==> config.mk <==
export PLATFORM = sky130hd
export DESIGN_NAME = rx_transmitter_fsm
export DESIGN_NICKNAME = d
export VERILOG_FILES = /design/src/rtl/rx_transmitter_fsm.sv
export SDC_FILE = /design/constraint.sdc
export NUM_CORES = 1
export LEC_CHECK = 0
export ABC_AREA = 1
export BUFFER_PORTS_ARGS = -buffer_cell sky130_fd_sc_hd__clkbuf_2
export CAP_MARGIN = 20
export CORE_AREA = 2 2 46 48
export DETAILED_ROUTE_END_ITERATION = 6
export DIE_AREA = 0 0 48 50
export GPL_TIMING_DRIVEN = 0
export MAX_ROUTING_LAYER = met4
export PLACE_DENSITY = 0.66
export SETUP_SLACK_MARGIN = 0.05
export SLEW_MARGIN = 25
export SYNTH_ARGS = -nofsm -noshare
export SYNTH_HDL_FRONTEND = slang
export SYNTH_SLANG_ARGS = --single-unit
==> constraint.sdc <==
create_clock -name clk -period 1.2 [get_ports clk]
set_clock_uncertainty 0.05 [all_clocks]
set_input_delay 0.18 -clock clk [delete_from_list [all_inputs] [get_ports clk]]
set_output_delay 0.18 -clock clk [all_outputs]
set_load 0.01 [all_outputs]
==> src/rtl/rx_transmitter_fsm.sv <==
// ---------------------------------------------------------------------------
// rx_transmitter_fsm
//
// Transmit-side state machine for the 5-bit valid/ready link that feeds the
// receiver state block. A word is captured from local logic when start_i is
// seen in IDLE, presented for one LOAD cycle, then offered with valid_o until
// the receiver raises ready_i. A one-cycle DONE state reports completion.
//
// State encoding (shared with the receiver side, sampled directly):
//   IDLE = 2'b00, LOAD = 2'b01, VALID = 2'b10, DONE = 2'b11
//
// Ports:
//   clk        in   1       system clock, rising edge
//   rst        in   1       synchronous active-high reset
//   start_i    in   1       send request, sampled only in IDLE
//   data_i     in   DATA_W  word to send, captured with an accepted start_i
//   ready_i    in   1       receiver acceptance, meaningful only in VALID
//   busy_o     out  1       high in every state except IDLE
//   valid_o    out  1       data_o is offered to the receiver
//   data_o     out  DATA_W  captured word (kept until the next capture)
//   state_o    out  2       current state
//   done_o     out  1       one-cycle pulse in DONE
//   timeout_o  out  1       one-cycle pulse in DONE after an abandoned wait
//   tx_count_o out  CNT_W   successful handshakes, wrapping
//
// Optional feature (macro RX_TX_TIMEOUT_EN):
//   When defined, a wait counter abandons the VALID state after
//   TIMEOUT_CYCLES cycles without ready_i (legal range 1..255). A handshake
//   in the expiry cycle still wins. When undefined, VALID waits forever and
//   timeout_o is tied low. The port list is the same in both builds.
//
// Every output is either a register or a decode of the registered state, so
// there is no combinational path from start_i or ready_i to any output.
// ---------------------------------------------------------------------------
module rx_transmitter_fsm #(
    parameter int DATA_W         = 5,
    parameter int CNT_W          = 8,
    parameter int TIMEOUT_CYCLES = 16
) (
    input  logic              clk,
    input  logic              rst,
    input  logic              start_i,
    input  logic [DATA_W-1:0] data_i,
    input  logic              ready_i,
    output logic              busy_o,
    output logic              valid_o,
    output logic [DATA_W-1:0] data_o,
    output logic [1:0]        state_o,
    output logic              done_o,
    output logic              timeout_o,
    output logic [CNT_W-1:0]  tx_count_o
);

    typedef enum logic [1:0] {
        IDLE  = 2'b00,
        LOAD  = 2'b01,
        VALID = 2'b10,
        DONE  = 2'b11
    } state_t;

    state_t             state_q, state_d;
    logic [DATA_W-1:0]  data_q;
    logic [CNT_W-1:0]   count_q;
    logic               capture;
    logic               handshake;
    logic               wait_expired;

    // -----------------------------------------------------------------------
    // Next-state logic
    // -----------------------------------------------------------------------
    // NOTE: every signal driven here gets a default before the case so that no
    // path leaves it unassigned; otherwise a latch would be inferred.
    always_comb begin
        state_d   = state_q;
        capture   = 1'b0;
        handshake = 1'b0;
        unique case (state_q)
            IDLE: begin
                if (start_i) begin
                    capture = 1'b1;
                    state_d = LOAD;
                end
            end
            LOAD: state_d = VALID;
            VALID: begin
                // A handshake takes priority over an expiring wait.
                if (ready_i) begin
                    handshake = 1'b1;
                    state_d   = DONE;
                end else if (wait_expired) begin
                    state_d = DONE;
                end
            end
            DONE: state_d = IDLE;
        endcase
    end

    // -----------------------------------------------------------------------
    // State, hold register and handshake counter
    // -----------------------------------------------------------------------
    // NOTE: sequential state uses non-blocking assignments so every register
    // samples pre-edge values regardless of statement order.
    always_ff @(posedge clk) begin
        if (rst) begin
            state_q <= IDLE;
            data_q  <= '0;
            count_q <= '0;
        end else begin
            state_q <= state_d;
            if (capture) begin
                data_q <= data_i;
            end
            if (handshake) begin
                count_q <= count_q + 1'b1;
            end
        end
    end

`ifdef RX_TX_TIMEOUT_EN
    // -----------------------------------------------------------------------
    // VALID wait limit. The counter is held at zero outside VALID, which
    // gives a clean start on every entry. It counts cycles already spent
    // without ready_i, so the Nth VALID cycle sees N-1.
    // -----------------------------------------------------------------------
    logic [7:0] wait_q;
    logic       timeout_q;

    assign wait_expired = (wait_q == 8'(TIMEOUT_CYCLES - 1));

    always_ff @(posedge clk) begin
        if (rst) begin
            wait_q    <= '0;
            timeout_q <= 1'b0;
        end else begin
            if (state_q != VALID) begin
                wait_q <= '0;
            end else if (!ready_i) begin
                wait_q <= wait_q + 8'd1;
            end
            // Flag the DONE cycle that follows an abandoned wait.
            timeout_q <= (state_q == VALID) && !ready_i && wait_expired;
        end
    end

    assign timeout_o = timeout_q;
`else
    // Without the limit VALID waits indefinitely; the parameter only feeds a
    // constant sink so both builds share one parameter list.
    logic unused_timeout_cfg;
    assign unused_timeout_cfg = |TIMEOUT_CYCLES;
    assign wait_expired       = 1'b0;
    assign timeout_o          = 1'b0;
`endif

    // -----------------------------------------------------------------------
    // Outputs: registers or decodes of the registered state only
    // -----------------------------------------------------------------------
    assign state_o    = state_q;
    assign busy_o     = (state_q != IDLE);
    assign valid_o    = (state_q == VALID);
    assign done_o     = (state_q == DONE);
    assign data_o     = data_q;
    assign tx_count_o = count_q;

endmodule

After elaboration in Yosys (flattened, before gate mapping). Cells that the tools add are included.

Register bits after elaboration: 15. Input port bits: 9. Output and inout bits: 19.

Add/subtract/negate cells: 1. Equality and inequality tests: 5. Muxes and demuxes: 7. Reduce and logical (&&, ||, !) cells: 3.

Operators with widths (number): $add A8 B1 Y8 const B (1); $pmux W2 S4 (1); $eq A2 B2 Y1 const B (2); $mux W1 (4); $mux W2 (2); $ne A2 B2 Y1 const B (2); $eq A2 B1 Y1 const B (1); $logic_not A2 Y1 (1); $reduce_and A2 Y1 (1); $reduce_bool A2 Y1 (1).

Depth between registers and ports, before layout.
Depth after elaboration: 3. Depth in mapped cells: 7. Mapped depth without buffers: 7.

Worst setup path before layout. OpenSTA, ideal clock, no wires.

Kind: flip-flop to flip-flop. Start point: register state_q[0] (netlist: state_o[0]). End point: register count_q[5] (netlist: tx_count_o[5]). Setup time: 0.115 ns. Arrival time: 1.156 ns. Slack: -0.121 ns. Stages on the path, launching flop included: 8. Period minus slack after synthesis: 1.321 ns. Path through: dfxtp_1 -> inv_1 -> ha_1 -> nand3_2 -> nor2_4 -> nand3_1 -> nand2_1 -> nor2_1.

Cells in the longest elaborated chain, start to end: 2.

RTL lines: start: declaration (RTL line 61) `state_t state_q, state_d;`; start signal: assignment (RTL line 109) `state_q <= state_d;`; $eq A2 B2 Y1; named net valid_o (RTL line 46) `output logic valid_o,`; $mux W1 (RTL line 77) `unique case (state_q)`; end signal: assignment (RTL line 114) `count_q <= count_q + 1'b1;`; end: declaration (RTL line 63) `logic [CNT_W-1:0] count_q;`.

The timed path passes the listed nets, and every way through them passes these cells. A chain may end at the register's enable or synchronous reset.

Final worst setup path.
Start point: register state_q[1] (netlist: state_o[1]). End point: output valid_o.

Cells in the longest elaborated chain, start to end: 1.

RTL lines: $eq A2 B2 Y1 (RTL line 160) `assign valid_o = (state_q == VALID);`; end: declaration (RTL line 46).

No other way between the ends.

==> results by group <==
Routing
  – Vias per cell: around 4.4
  – Routed wire per std cell: 9.11 um
  – Routed vias: ~670
  – DRT iter0 DRCs: 6
  – Final wirelength: ~1400 um
  – Residual DRC count: 0
  – First-pass DRT Iterations: 4
  – Routed Antenna Nets: 0

Floorplanning
  – Initial Util: between 30% and 40%
  – FP Rows: 16
  – Io pins: 28
  – Die X: ~48 um
  – Die area: 2400 um2
  – Core area: approximately 1900 um2
  – Die H: around 50 um

Global route
  – Largest net degree at the start of global routing: 11
  – Vias in the first global route: 570
  – Global route overflow: 0
  – Initial antenna violation count: 0
  – GRT Overall Usage: ~13%
  – Global-route wire length before repair: around 2200 um

Cells and area
  – Final antenna diode count: 0
  – Area Overhead vs Synth: 43.4%
  – Share of cells above drive strength 1: 48.0%
  – Final core occ: between 50% and 60%
  – Final #Nets: ~140

Critical path
  – Crit path launch type: register
  – Endpoint type of the worst setup path: output pin
  – Crit path max fanout: 4
  – Critical Path RT: 970 ps
  – Most frequent CP cell: buf_6
  – WP buf/inv: 2
  – Crit-path leading delay family: flip-flops
  – Critical path depth in cells: 3
  – Critical path, cell by cell: buf_6 > ha_4 > buf_6
  – Crit path DAT: about 1100 ps
  – CP max stage delay: roughly 360 ps
  – Kind of critical path: register to output pin
  – Worst r2r path cells: 7
  – CP max stage cell: dfxtp_4

Clock network
  – Worst-skew pair later-pin latency: ~280 ps
  – TritonCTS clock tree: built
  – Clock Sinks: 15
  – Clock-pin slew on the worst setup and hold paths: 90 ps
  – CTS buffer count: 3
  – Root Buffer: clkbuf_4
  – Hold Buf Count CTS: 0
  – Max clock buf depth: 2
  – CTS H-tree lvls: 1

STA
  – Hold WS: ~26 ps
  – RSZ-0062 raised after global routing: yes
  – Fin crit share: 106%
  – Setup-failing EPs final: 5
  – Final Worst Setup Slack: -75.2 ps
  – Final Critical Period: around 1300 ps
  – Final Hold Viols: 0
  – Max-slew violation count: 0
  – Fmax: approximately 800 MHz

Run
  – Max Cap Viol: 0

Placement
  – Port Buf Inserts: 26
  – Final HPWL DP: approximately 1100 um
  – Placer Congestion: ~0.78

Min path
  – Worst hold-check path type: input port to register
  – Worst hold stages: 2

Logic synthesis
  – Post-synth top area share: 43.2%
  – Post-synth top flop: dfxtp_1
  – Sequential-to-total area share from yosys stat: ~43%
  – Unique masters post-synth: 16
  – Number of synthesized flops with an enable pin: 0
  – Synth warnings: 0
  – Cells after Synth: 92
  – Largest cells by area after synthesis: dfxtp_1 43%, nor2_1 11%, nand2_1 8.1%
  – Synth Net Count: ~110
  – Mapped cell area: about 700 um2
  – Asr flop ratio synth: 0%
  – Syn avg cell area: approximately 7.5 um2
  – Seq cells post-synth: 15
  – Top-count cell post-synth: nor2_1
  – Synth cell count leaders: 20 x nor2_1, 15 x dfxtp_1, 15 x nand2_1
  – Largest area contributor in the netlist: dfxtp_1

Outcome
  – Failing checks: negative setup slack
  – Status: finished with violations

Pwr
  – Overall power: around 1.8 mW
  – Pleak: about 0.45 nW
  – Worst vdd ir: 963 uV
  – Power Density: about 1800 nW/um2
-- metal layers --
metal	GRT usage [%]	vias up	wire, um
li1	-	354	-
met1	16.2	294	663
met2	20.4	19	651
met3	3.30	2	62
met4	2.70	0	7
met5	-	-	0
-- state kept, by name, indices dropped and copies added (netlist names) --
signal,count
state_o,2
data_o,5
tx_count_o,8
-- stage by stage --
stage | instances | instance area [um2] | TNS, ps | setup slack, ps
2_1_floorplan | 92 | 719 | 0 | 41.0
3_3_place_gp | 145 | 883 | -14.2 | -6.38
3_5_place_dp | 145 | 883 | -193 | -58.3
4_1_cts | 151 | 956 | -253 | -87.9
5_1_grt | 152 | 996 | -974 | -118
6_report | 152 | 996 | -242 | -75.2
-- cells by family (layout without fill, tap and decap cells) --
| kind of cell | Yosys count | after routing | synth area share (%) |
|---|---|---|---|
| DFF | 15 | 15 | 43.2 |
| buffers and inverters | 13 | 46 | 7.75 |
| AOI/OAI and AO/OA | 14 | 14 | 10.6 |
| adders and majority gates | 4 | 4 | 7.21 |
| and+or+nand+nor | 44 | 44 | 29.4 |
| other | 1 | 1 | 0.540 |
| xor gates and xnor gates | 1 | 1 | 1.26 |
-- report_power, final --
part / switching, mW / internal [mW]
clock: 0.161 / 0.123
combinational: 0.433 / 0.397
sequential: 0.0689 / 0.608
total: 0.663 / 1.13
-- placed cells by master (no fill, tap or decap), types with 4 or more instances in the layout --
master / n
nand3_2: 4
nand2_1: 12
clkbuf_2: 23
a21oi_1: 5
o21ai_0: 7
nor2_1: 19
dfxtp_2: 5
dfxtp_1: 9
inv_1: 8
-- layout make-up --
| cell class | count | area, um2 |
|---|---|---|
| inverters | 11 | 43.8 |
| clock inverters | 1 | 5.00 |
| repair buffers | 29 | 169 |
| flip-flops and latches | 15 | 310 |
| plain buffers | 2 | 12.5 |
| well taps | 27 | 33.8 |
| clock buffers | 3 | 22.5 |
| fillers | 189 | 906 |
| multi-input cells | 64 | 399 |
-- timing repair --
action / CTS / global route
endpoints found under the hold margin: 0 / 0
buffers inserted: 2 / 1
pin swaps: 2 / 1
resized for setup: 9 / 14
endpoints found under the setup margin: 13 / 18
-- worst paths after layout --
check                                  start                         end  slack, ps
setup reg to reg     state_o[1]$_SDFFE_PP0P_     state_o[1]$_SDFFE_PP0P_        -40
setup / recovery     state_o[1]$_SDFFE_PP0P_                     valid_o        -80
hold / removal                           rst  tx_count_o[0]$_SDFFE_PP0P_         30
hold reg to reg   tx_count_o[6]$_SDFFE_PP0P_  tx_count_o[6]$_SDFFE_PP0P_        430
Note: power is estimated with default switching activity, not from simulation.
